### config.mk
export PLATFORM = sky130hd
export DESIGN_NAME = rtype_multicycle_controller
export DESIGN_NICKNAME = d
export VERILOG_FILES = /design/src/rtl/mips_ctrl_pkg.sv /design/src/rtl/rtype_funct_decoder.sv /design/src/rtl/rtype_multicycle_controller.sv
export SDC_FILE = /design/constraint.sdc
export NUM_CORES = 1
export LEC_CHECK = 0
export BUFFER_PORTS_ARGS = -buffer_cell sky130_fd_sc_hd__buf_4
export CORE_AREA = 10 10 58 60
export CTS_BUF_LIST = sky130_fd_sc_hd__clkbuf_16
export DETAILED_ROUTE_END_ITERATION = 8
export DIE_AREA = 0 0 68 70
export SETUP_SLACK_MARGIN = 0.5
export SYNTH_ARGS = -nofsm -noshare
export SYNTH_HDL_FRONTEND = slang
export SYNTH_SLANG_ARGS = --single-unit
### constraint.sdc
create_clock -name clk -period 1.7 [get_ports clk]
set_input_delay 0.255 -clock clk [delete_from_list [all_inputs] [get_ports clk]]
set_output_delay 0.255 -clock clk [all_outputs]
set_load 0.02 [all_outputs]
### src/rtl/mips_ctrl_pkg.sv
// Shared MIPS control definitions: R-type function codes, mult/div op
// encoding and the multicycle controller state type.
package mips_ctrl_pkg;

   typedef enum logic [1:0] {
      ST_IDLE,
      ST_BUSY,
      ST_WB
   } ctrl_state_e;

   typedef enum logic [1:0] {
      OP_MULT  = 2'b00,
      OP_MULTU = 2'b01,
      OP_DIV   = 2'b10,
      OP_DIVU  = 2'b11
   } muldiv_op_e;

   localparam logic [5:0] FN_JR    = 6'b001000;
   localparam logic [5:0] FN_MFHI  = 6'b010000;
   localparam logic [5:0] FN_MTHI  = 6'b010001;
   localparam logic [5:0] FN_MFLO  = 6'b010010;
   localparam logic [5:0] FN_MTLO  = 6'b010011;
   localparam logic [5:0] FN_MULT  = 6'b011000;
   localparam logic [5:0] FN_MULTU = 6'b011001;
   localparam logic [5:0] FN_DIV   = 6'b011010;
   localparam logic [5:0] FN_DIVU  = 6'b011011;

   localparam int unsigned CNT_W = 8;

endpackage

### src/rtl/rtype_funct_decoder.sv
// Combinational R-type function-field decode; all outputs are zero when en=0.
module rtype_funct_decoder
   import mips_ctrl_pkg::*;
#(
   parameter int unsigned FUNCT_W = 6
) (
   input  logic               en,
   input  logic [FUNCT_W-1:0] fnctn,
   output logic               rtype,
   output logic               reg_write,
   output logic               reg_write2,
   output logic               jr,
   output logic               muldiv,
   output muldiv_op_e         op
);

   always_comb begin
      rtype      = 1'b0;
      reg_write  = 1'b0;
      reg_write2 = 1'b0;
      jr         = 1'b0;
      muldiv     = 1'b0;
      op         = OP_MULT;
      if (en) begin
         if (fnctn == FUNCT_W'(FN_JR)) begin
            jr = 1'b1;
         end else if (fnctn == FUNCT_W'(FN_MTHI) || fnctn == FUNCT_W'(FN_MTLO)) begin
            reg_write2 = 1'b1;
         end else if (fnctn == FUNCT_W'(FN_MFHI) || fnctn == FUNCT_W'(FN_MFLO)) begin
            reg_write = 1'b1;
         end else if (fnctn == FUNCT_W'(FN_MULT)) begin
            muldiv = 1'b1;
            op     = OP_MULT;
         end else if (fnctn == FUNCT_W'(FN_MULTU)) begin
            muldiv = 1'b1;
            op     = OP_MULTU;
         end else if (fnctn == FUNCT_W'(FN_DIV)) begin
            muldiv = 1'b1;
            op     = OP_DIV;
         end else if (fnctn == FUNCT_W'(FN_DIVU)) begin
            muldiv = 1'b1;
            op     = OP_DIVU;
         end else begin
            rtype     = 1'b1;
            reg_write = 1'b1;
         end
      end
   end

endmodule

### src/rtl/rtype_multicycle_controller.sv
// R-type controller: funct decode plus a stall FSM that holds the pipeline
// for a fixed number of cycles per mult/div and pulses HI/LO write-back.
module rtype_multicycle_controller
   import mips_ctrl_pkg::*;
#(
   parameter int unsigned MULT_CYCLES = 4,
   parameter int unsigned DIV_CYCLES  = 32,
   parameter int unsigned FUNCT_W     = 6
) (
   input  logic               clk,
   input  logic               rst,
   input  logic               valid_i,
   input  logic               rtype_i,
   input  logic [FUNCT_W-1:0] fnctn,
   output logic               rtype,
   output logic               reg_write,
   output logic               reg_write2,
   output logic               jr,
   output logic               muldiv_start,
   output logic [1:0]         muldiv_op,
   output logic               busy
);

   localparam logic [CNT_W-1:0] MULT_LOAD = CNT_W'(MULT_CYCLES - 1);
   localparam logic [CNT_W-1:0] DIV_LOAD  = CNT_W'(DIV_CYCLES - 1);

   ctrl_state_e      state_q, state_d;
   logic [CNT_W-1:0] cnt_q, cnt_d;
   muldiv_op_e       op_q, op_d;

   logic       dec_en;
   logic       d_rtype, d_reg_write, d_reg_write2, d_jr, d_muldiv;
   muldiv_op_e d_op;

   // Decode is suppressed while stalled so held instructions wait for WB/IDLE.
   assign dec_en = valid_i & rtype_i & (state_q != ST_BUSY);

   rtype_funct_decoder #(
      .FUNCT_W (FUNCT_W)
   ) u_dec (
      .en         (dec_en),
      .fnctn      (fnctn),
      .rtype      (d_rtype),
      .reg_write  (d_reg_write),
      .reg_write2 (d_reg_write2),
      .jr         (d_jr),
      .muldiv     (d_muldiv),
      .op         (d_op)
   );

   always_ff @(posedge clk) begin
      if (rst) begin
         state_q <= ST_IDLE;
         cnt_q   <= '0;
         op_q    <= OP_MULT;
      end else begin
         state_q <= state_d;
         cnt_q   <= cnt_d;
         op_q    <= op_d;
      end
   end

   always_comb begin
      state_d      = state_q;
      cnt_d        = cnt_q;
      op_d         = op_q;
      rtype        = d_rtype;
      reg_write    = d_reg_write;
      jr           = d_jr;
      muldiv_start = d_muldiv;
      reg_write2   = 1'b0;
      busy         = 1'b0;
      case (state_q)
         ST_IDLE: begin
            cnt_d      = '0;
            reg_write2 = d_reg_write2;
            busy       = d_muldiv;
         end
         ST_BUSY: begin
            busy = 1'b1;
            if (cnt_q == '0) begin
               state_d = ST_WB;
            end else begin
               cnt_d = cnt_q - 1'b1;
            end
         end
         ST_WB: begin
            reg_write2 = 1'b1;
            busy       = d_muldiv;
            state_d    = ST_IDLE;
            cnt_d      = '0;
         end
         default: begin
            state_d = ST_IDLE;
            cnt_d   = '0;
         end
      endcase
      if (d_muldiv) begin
         state_d = ST_BUSY;
         op_d    = d_op;
         cnt_d   = d_op[1] ? DIV_LOAD : MULT_LOAD;
      end
      if (rst) begin
         busy         = 1'b0;
         muldiv_start = 1'b0;
         reg_write2   = 1'b0;
      end
   end

   assign muldiv_op = op_q;

endmodule
; Yosys cells after proc, flatten, opt, wreduce, memory -nomap -nowiden
; Cells that the tools add are included.
[totals]
regBits = 12
input_bits = 10
out_inout_bits = 8
word_cells = 77
[op_classes]
addsub = 1
eq_ne = 16
muxes = 45
n_bitwise = 3
n_reduce_logical = 8
[op_table]
columns = operator, n
row1 = $eq A6 B5 Y1 const B, 8
row2 = $mux W1, 29
row3 = $mux W8, 3
row4 = $mux W2, 9
row5 = $logic_not A8 Y1, 1
row6 = $sub A8 B1 Y8 const B, 1
row7 = $eq A6 B4 Y1 const B, 1
row8 = $ne A3 B3 Y1 const B, 2
row9 = $mux W5, 1
row10 = $ne A2 B2 Y1 const B, 2
row11 = $pmux W1 S2, 2
row12 = $pmux W2 S2, 1
row13 = $reduce_and A2 Y1, 2
row14 = $reduce_or A2 Y1, 2
row15 = $and A1 B1 Y1, 2
row16 = $eq A2 B1 Y1 const B, 1
row17 = $eq A2 B2 Y1 const B, 1
row18 = $logic_not A2 Y1, 1
row19 = $logic_or A1 B1 Y1, 2
row20 = $ne A2 B1 Y1 const B, 1
row21 = $not A1 Y1, 1

; Depth between registers and ports, before layout
; Gate-level depths: netlist (run 1).
[depth]
ltp_word = 11
mapped_depth = 5
depth_no_buf = 5

; Modules after synthesis
; Synthesis (run 1) repeated with hierarchy kept, for this count alone.
[unflattened]
cells_unflattened = 82
area_unflattened_um2 = 715.7
[modules_own_cells]
columns = mod, n_inst, cells_per_inst, area_per_inst_um2, seq_area_each_um2
row1 = rtype_multicycle_controller, 1, 67, 613.1, 240.2
row2 = rtype_funct_decoder, 1, 15, 102.6, 0.0

; Worst setup path before layout (run 1)
; Ideal clock, no wire load.
[synth_path]
path_kind = register -> output
from = register state_q[1]
to = output jr
arrival_ps = 1514
required_ps = 1445
path_slack_ps = -69
stages_incl_launch_ff = 5
path_buffers = 1
cell_sequence = dfxtp_1 nand2b_1 clkbuf_1 nand3_1 nor4bb_1
[synth_between]
elab_chain_cells = 3
[synth_lines]
columns = item, line
row1 = from (decl), rtype_multicycle_controller.sv:27  ; ctrl_state_e state_q, state_d;
row2 = from (signal assigned), rtype_multicycle_controller.sv:57  ; state_q <= state_d;
row3 = $ne A2 B1 Y1, rtype_multicycle_controller.sv:36  ; assign dec_en = valid_i & rtype_i & (state_q != ST_BUSY);
row4 = $and A1 B1 Y1, rtype_multicycle_controller.sv:36
row5 = $mux W1, rtype_funct_decoder.sv:24  ; if (en) begin
row6 = to (decl), rtype_multicycle_controller.sv:18  ; output logic jr,
; No other way between the ends.

; Worst setup path in the final report (run 1)
[layout_path]
from = register state_q[0]
to = output muldiv_start
[layout_between]
elab_chain_cells = 4
[layout_lines]
columns = item, line
row1 = $ne A2 B1 Y1, rtype_multicycle_controller.sv:36
row2 = $and A1 B1 Y1, rtype_multicycle_controller.sv:36
row3 = $mux W1, rtype_funct_decoder.sv:24
row4 = $mux W1, rtype_multicycle_controller.sv:103  ; if (rst) begin
row5 = to (decl), rtype_multicycle_controller.sv:19  ; output logic muldiv_start,
; No other way between the ends.

==> flow_summary.toml, run 1 <==
[run_status]
outcome = "finished clean"

[floorplan]
initial_utilization_pct = 32.6
die_x_microns = 68
ioPinCount = 18
core_area_sq_mm = 0.00234
die-height_microns = 70
die-area_sq_mm = 0.00476
num_rows = 18

[place]
port_buffers = 17
pre_cts_ws_ns = 0.210
placed_area_sq_mm = 0.00106
gp_congestion = 0.823
dp_hpwl_mm = 1.60

[critical_path]
critPathBufInv = 2
slowest_stage = "or4_4"
criticalPathCategory = "flop to output pin"
end_kind = "output pin"
cp_cell_sequence = "nor2b_4, or4_4, inv_4, buf_6"
crit_path_start_kind = "flop"
critPathRequiredTime_ns = 1.44
worstSetupEndpoint = "muldiv_start"
critPathMaxFanout = 2
crit_start = "state_q[0]"
reg2regPathDepth = 7
cp_slowest_stage_delay_ns = 0.44
r2r_start = "state_q[0]"
cp_top_family = "simple AND/OR/NAND/NOR gates"
r2r-end = "cnt_q[1]"
crit_cells = 4
regToRegSetupSlack_ns = 0.26
crit_arrival_ns = 1.34

[power_and_ir_drop]
leakagePower_nw = 0.536
cellPowerDensity_mw_per_mm2 = 587
max-vdd-ir-drop_v = 0.000462

[synth]
ys_seq_area_share_pct = 31.4
synthArstFlopShare_pct = 0
synth-compound-area-share_pct = 20.1
netlist.area_leader.share_pct = 31.4
ys_warn_count = 0
muxShareOfSynthArea_pct = 2.62
syn-num-nets = 103
synth-edff-count = 0
synthXorXnorAreaFrac_pct = 1.15
ys.flop_type = "dfxtp_1"
synth_fa_ha_area_share_pct = 3.27
syn-instance-count = 91
synthTopCellsByArea = "dfxtp_1 (31%), a21oi_1 (3.9%), ha_1 (3.3%), nand4_1 (3.3%), or3_1 (3.3%)"
ys_seq_elements = 12
synth_top_family_by_area = "simple AND/OR/NAND/NOR gates"
synth-simple-area-share_pct = 37.5
syn_area_sq_um = 764
yosysUniqueCellTypes = 39
yosys.area.top_type = "dfxtp_1"
synth_area_per_cell_sq_um = 8.40

[timing]
final-max-slew-violation-count = 0
rsz0062_at_grt = "true"
skew_ns = 0.00108
setup_viol = 0
worstMarginPinSlew_ns = 0.386
finalSetupTns_ns = 0
final.min_clock_period_ns = 1.60
setup_slack_ns = 0.105
fin_crit_sh_pct = 93.8
fmax_mhz = 627
max_slew_margin_pct = 74.2
hold_viol = 0

[global_route]
grt-ovfl-total = 0
grt_max_degree = 13
grt_first_pass_wirelength_mm = 3.90
grt_pass1_vias = 845
grt_use_total_pct = 10.1
antenna_found_initial = 0

[drt]
vias_per_cell = 5.72
ant_nets = 0
vias = 893
routed_wl_mm = 2.55
wl_per_cell_microns = 16.3
drt_pass1_iterations = 4
drc = 0
dr.first_iter.drc_count = 24

[final_layout]
stdcell_area_sq_mm = 0.00137
flow.area_growth_from_synthesis_pct = 78.9
n_antenna_cell = 0
layout.nets = 140
drive_gt1_share_pct = 60.3
utilization_pct = 58.4
nFillCells = 205

[hold_path]
hold_class = "primary input to flop"

[cts]
ctsHoldBuffers = 0
root_buffer = "clkbuf_16"
clkLatencyLatePin_ns = 0.24
clockBufferDepth = 2
cts_buffers = 3
cts_num_sinks = 12
clk_pin_slew_ns = 0.04
htree_levels = 1
cts_tree = "built"

[flow_run]
drv_cap = 0
synthesized netlist by cell type, types with 2 or more instances:
cell       n
clkbuf_1   4
a21oi_1    6
and3_1     2
o21ai_0    2
or4_1      2
nand3_1    3
o211ai_1   2
ha_1       2
dfxtp_1   12
or3_1      4
nand2b_1   3
inv_1      4
nor2b_1    3
nor3b_1    2
mux2i_1    2
a31oi_1    2
nor4bb_1   2
o31ai_1    2
nand4_1    4
nand2_1    5
nor2_1     5
stage by stage:
step | cells | hold slack, ns | total power [W]
finish | 156 | 0.288 | 0.000803
global route | 156 | 0.314 | 0.000828
CTS | 152 | 0.283 | 0.000804
detailed placement | 139 | 0.467 | 0.000373
global placement | 139 | 0.475 | 0.000372
floorplan | 91 | 0.405 | 0.000334
how the worst min path moves through the flow:
stage | from | endpoint | cells past startpoint
4_1_cts | rst | state_q[0] | 2
5_1_grt | rst | muldiv_op[0] | 2
3_5_place_dp | muldiv_op[1] | muldiv_op[1] | 2
6_report | rst | muldiv_op[0] | 2
3_3_place_gp | muldiv_op[0] | muldiv_op[0] | 2
2_1_floorplan | fnctn[0] | muldiv_op[0] | 2
power by group:
part	internal [W]	switching (W)
Combinational	0.0000503	0.0000476
Clock	0.000306	0.000120
Sequential	0.000276	0.00000179
Total	0.000633	0.000170
placed cells by master, fill, tap and decap left out, drive strengths merged, types with 4 or more instances in the layout:
cell type and instances:
or3 5, a21oi 6, buf 36, inv 4
nand4 4, dfxtp 12, nor2 5, nand2 5
layout make-up:
cell class	instances	area, sq um	share of cell area [%]
Inverter	4	20.0	1.46
Clock buffer	3	75.1	5.49
Timing Repair Buffer	36	309	22.6
Tap cell	30	37.5	2.74
Multi-Input combinational cell	71	663	48.5
Sequential cell	12	263	19.2
kinds of logic (layout without fill, tap and decap cells):
group | Yosys count | count (layout)
compound gates | 22 | 22
mux | 2 | 2
flops | 12 | 12
simple gates | 44 | 44
xor+xnor | 1 | 1
buf+inv | 8 | 43
fa+ha+maj | 2 | 2
state kept, by name (all words and copies together), names as in the netlist:
signal     flops
muldiv_op      2
cnt_q          8
state_q        2
metal layers:
metal | wire length [microns] | GRT usage [%]
met1 | 1050 | 11.9
met2 | 1300 | 16.5
met3 | 138 | 2.71
met4 | 55 | 4.03
met5 | 0 | 0
what timing repair did:
action	in CTS	in global routing
pin swaps	9	9
buffers inserted	10	4
gates resized for setup	17	12
endpoints found under the setup margin	15	18
Note: power is estimated with default switching activity, not from simulation.
==> run 2: changes to the inputs <==
--- a/config.mk
+++ b/config.mk
@@ -10,6 +10,7 @@
 export CTS_BUF_LIST = sky130_fd_sc_hd__clkbuf_16
 export DETAILED_ROUTE_END_ITERATION = 8
 export DIE_AREA = 0 0 68 70
+export REMOVE_ABC_BUFFERS = 1
 export SETUP_SLACK_MARGIN = 0.5
 export SYNTH_ARGS = -nofsm -noshare
 export SYNTH_HDL_FRONTEND = slang
==> flow_summary.toml, run 2 (synthesis gave the netlist of run 1 again) <==
[cts]
cts_tree = "built"
root_buffer = "clkbuf_16"
clk_pin_slew_ns = 0.04
cts_buffers = 3
htree_levels = 1
clkLatencyLatePin_ns = 0.24
clockBufferDepth = 2
ctsHoldBuffers = 0
cts_num_sinks = 12

[place]
gp_congestion = 0.800
port_buffers = 17
pre_cts_ws_ns = 0.116
dp_hpwl_mm = 1.57

[power_and_ir_drop]
cellPowerDensity_mw_per_mm2 = 606
p_seq_share_pct = 34.8
swShare_pct = 20.9
comb_power_share_pct = 11.2
max-vdd-ir-drop_v = 0.000474
internal_power_w = 0.000634
leakagePower_nw = 0.531
clock_power_share_pct = 54.0
power.switching_w = 0.000168

[final_layout]
mostFrequentLayoutCells = "buf_4 (31), buf_6 (6), nand2_1 (5)"
nFillCells = 209
n_antenna_cell = 0
largest-register = "cnt_q"
largest_reg_flops = 8
layout.nets = 141
flow.area_growth_from_synthesis_pct = 73.2
drive_gt1_share_pct = 58.6
final_common_cell = "buf_4"

[global_route]
antenna_found_initial = 0
grt_pass1_vias = 854
grt_max_degree = 13
grt_use_total_pct = 10.5
grt_first_pass_wirelength_mm = 4.03
grt-ovfl-total = 0

[timing]
worstMarginPinSlew_ns = 0.384
fin_crit_sh_pct = 93.0
final.min_clock_period_ns = 1.58
setup_slack_ns = 0.120
final-max-slew-violation-count = 0
fmax_mhz = 633
max_slew_margin_pct = 74.4
hold_viol = 0
rsz0062_at_grt = "true"
hold_ws_ns = 0.280
setup_viol = 0
finalSetupTns_ns = 0
skew_ns = 0.000988

[drt]
m1WireLength_mm = 1.07
drt_pass1_iterations = 4
vias_per_cell = 5.47
dr.first_iter.drc_count = 42
wl_per_cell_microns = 16.2
highest_layer = "met4"
drc = 0
ant_nets = 0
routed_wl_mm = 2.56
wl_met3_microns = 182
vias = 865
wl_met2_mm = 1.24

[floorplan]
core_area_sq_mm = 0.00234
die-area_sq_mm = 0.00476
num_rows = 18
ioPinCount = 18
initial_utilization_pct = 32.6
die_x_microns = 68
die-height_microns = 70

[critical_path]
crit_arrival_ns = 1.33
critPathRequiredTime_ns = 1.44
crit_path_start_kind = "flop"
criticalPathCategory = "flop to output pin"
end_kind = "output pin"
critPathMaxFanout = 3

[hold_path]
hold_class = "primary input to flop"

[flow_run]
drv_cap = 0

[run_status]
outcome = "finished clean"
run 2: metrics by stage:
step                      total power (W)  area [sq um]  cells  util, %
after global placement           0.000360           952    139     40.7
after detailed placement         0.000360           952    139     40.7
after floorplan                  0.000322           749     87        -
after global routing             0.000833          1320    158     56.5
final                            0.000802          1320    158     56.5
after CTS                        0.000799          1230    153     52.4
run 2: power groups by stage:
| stage | logic [W] | clock network, W | registers [W] |
|---|---|---|---|
| 2_1_floorplan | 0.0000314 | 0 | 0.000290 |
| 3_3_place_gp | 0.0000697 | 0 | 0.000290 |
| 3_5_place_dp | 0.0000700 | 0 | 0.000290 |
| 4_1_cts | 0.0000811 | 0.000437 | 0.000281 |
| 5_1_grt | 0.0000966 | 0.000457 | 0.000279 |
| 6_report | 0.0000897 | 0.000433 | 0.000279 |
run 2: layer usage:
layer  track usage [%]  vias up
li1                  -      424
met5                 0        -
met4              4.47        0
met1              12.5      402
met3              2.87        8
met2              17.0       31
run 2: path summary, 6_finish.rpt:
kind	cells past startpoint	end	slack, ns	from
setup / recovery	4	muldiv_start	0.12	state_q[0]
hold / removal	2	state_q[0]	0.28	rst
setup reg to reg	3	cnt_q[6]	0.25	cnt_q[3]
hold reg to reg	2	muldiv_op[1]	0.48	muldiv_op[1]
run 2: cell type report:
class / instances / area [sq um] / area share, %
multi-input combinational: 71 / 632 / 47.7
timing repair buffer: 37 / 300 / 22.7
sequential: 12 / 260 / 19.7
clock buffer: 3 / 75.1 / 5.67
tap: 30 / 37.5 / 2.84
inverter: 4 / 15.0 / 1.13
clock inverter: 1 / 3.75 / 0.284
run 2: critical path: stages, from the launching register on:
cell and delay (ns):
dfxtp_4 0.35, nor2b_4 0.12, or4_4 0.44, inv_2 0.07, buf_6 0.11
run 2: repair_timing:
item                                    CTS  global route
pin swaps                                11             9
endpoints found under the setup margin   16            17
gates resized for setup                  36            14
buffers inserted                         10             5
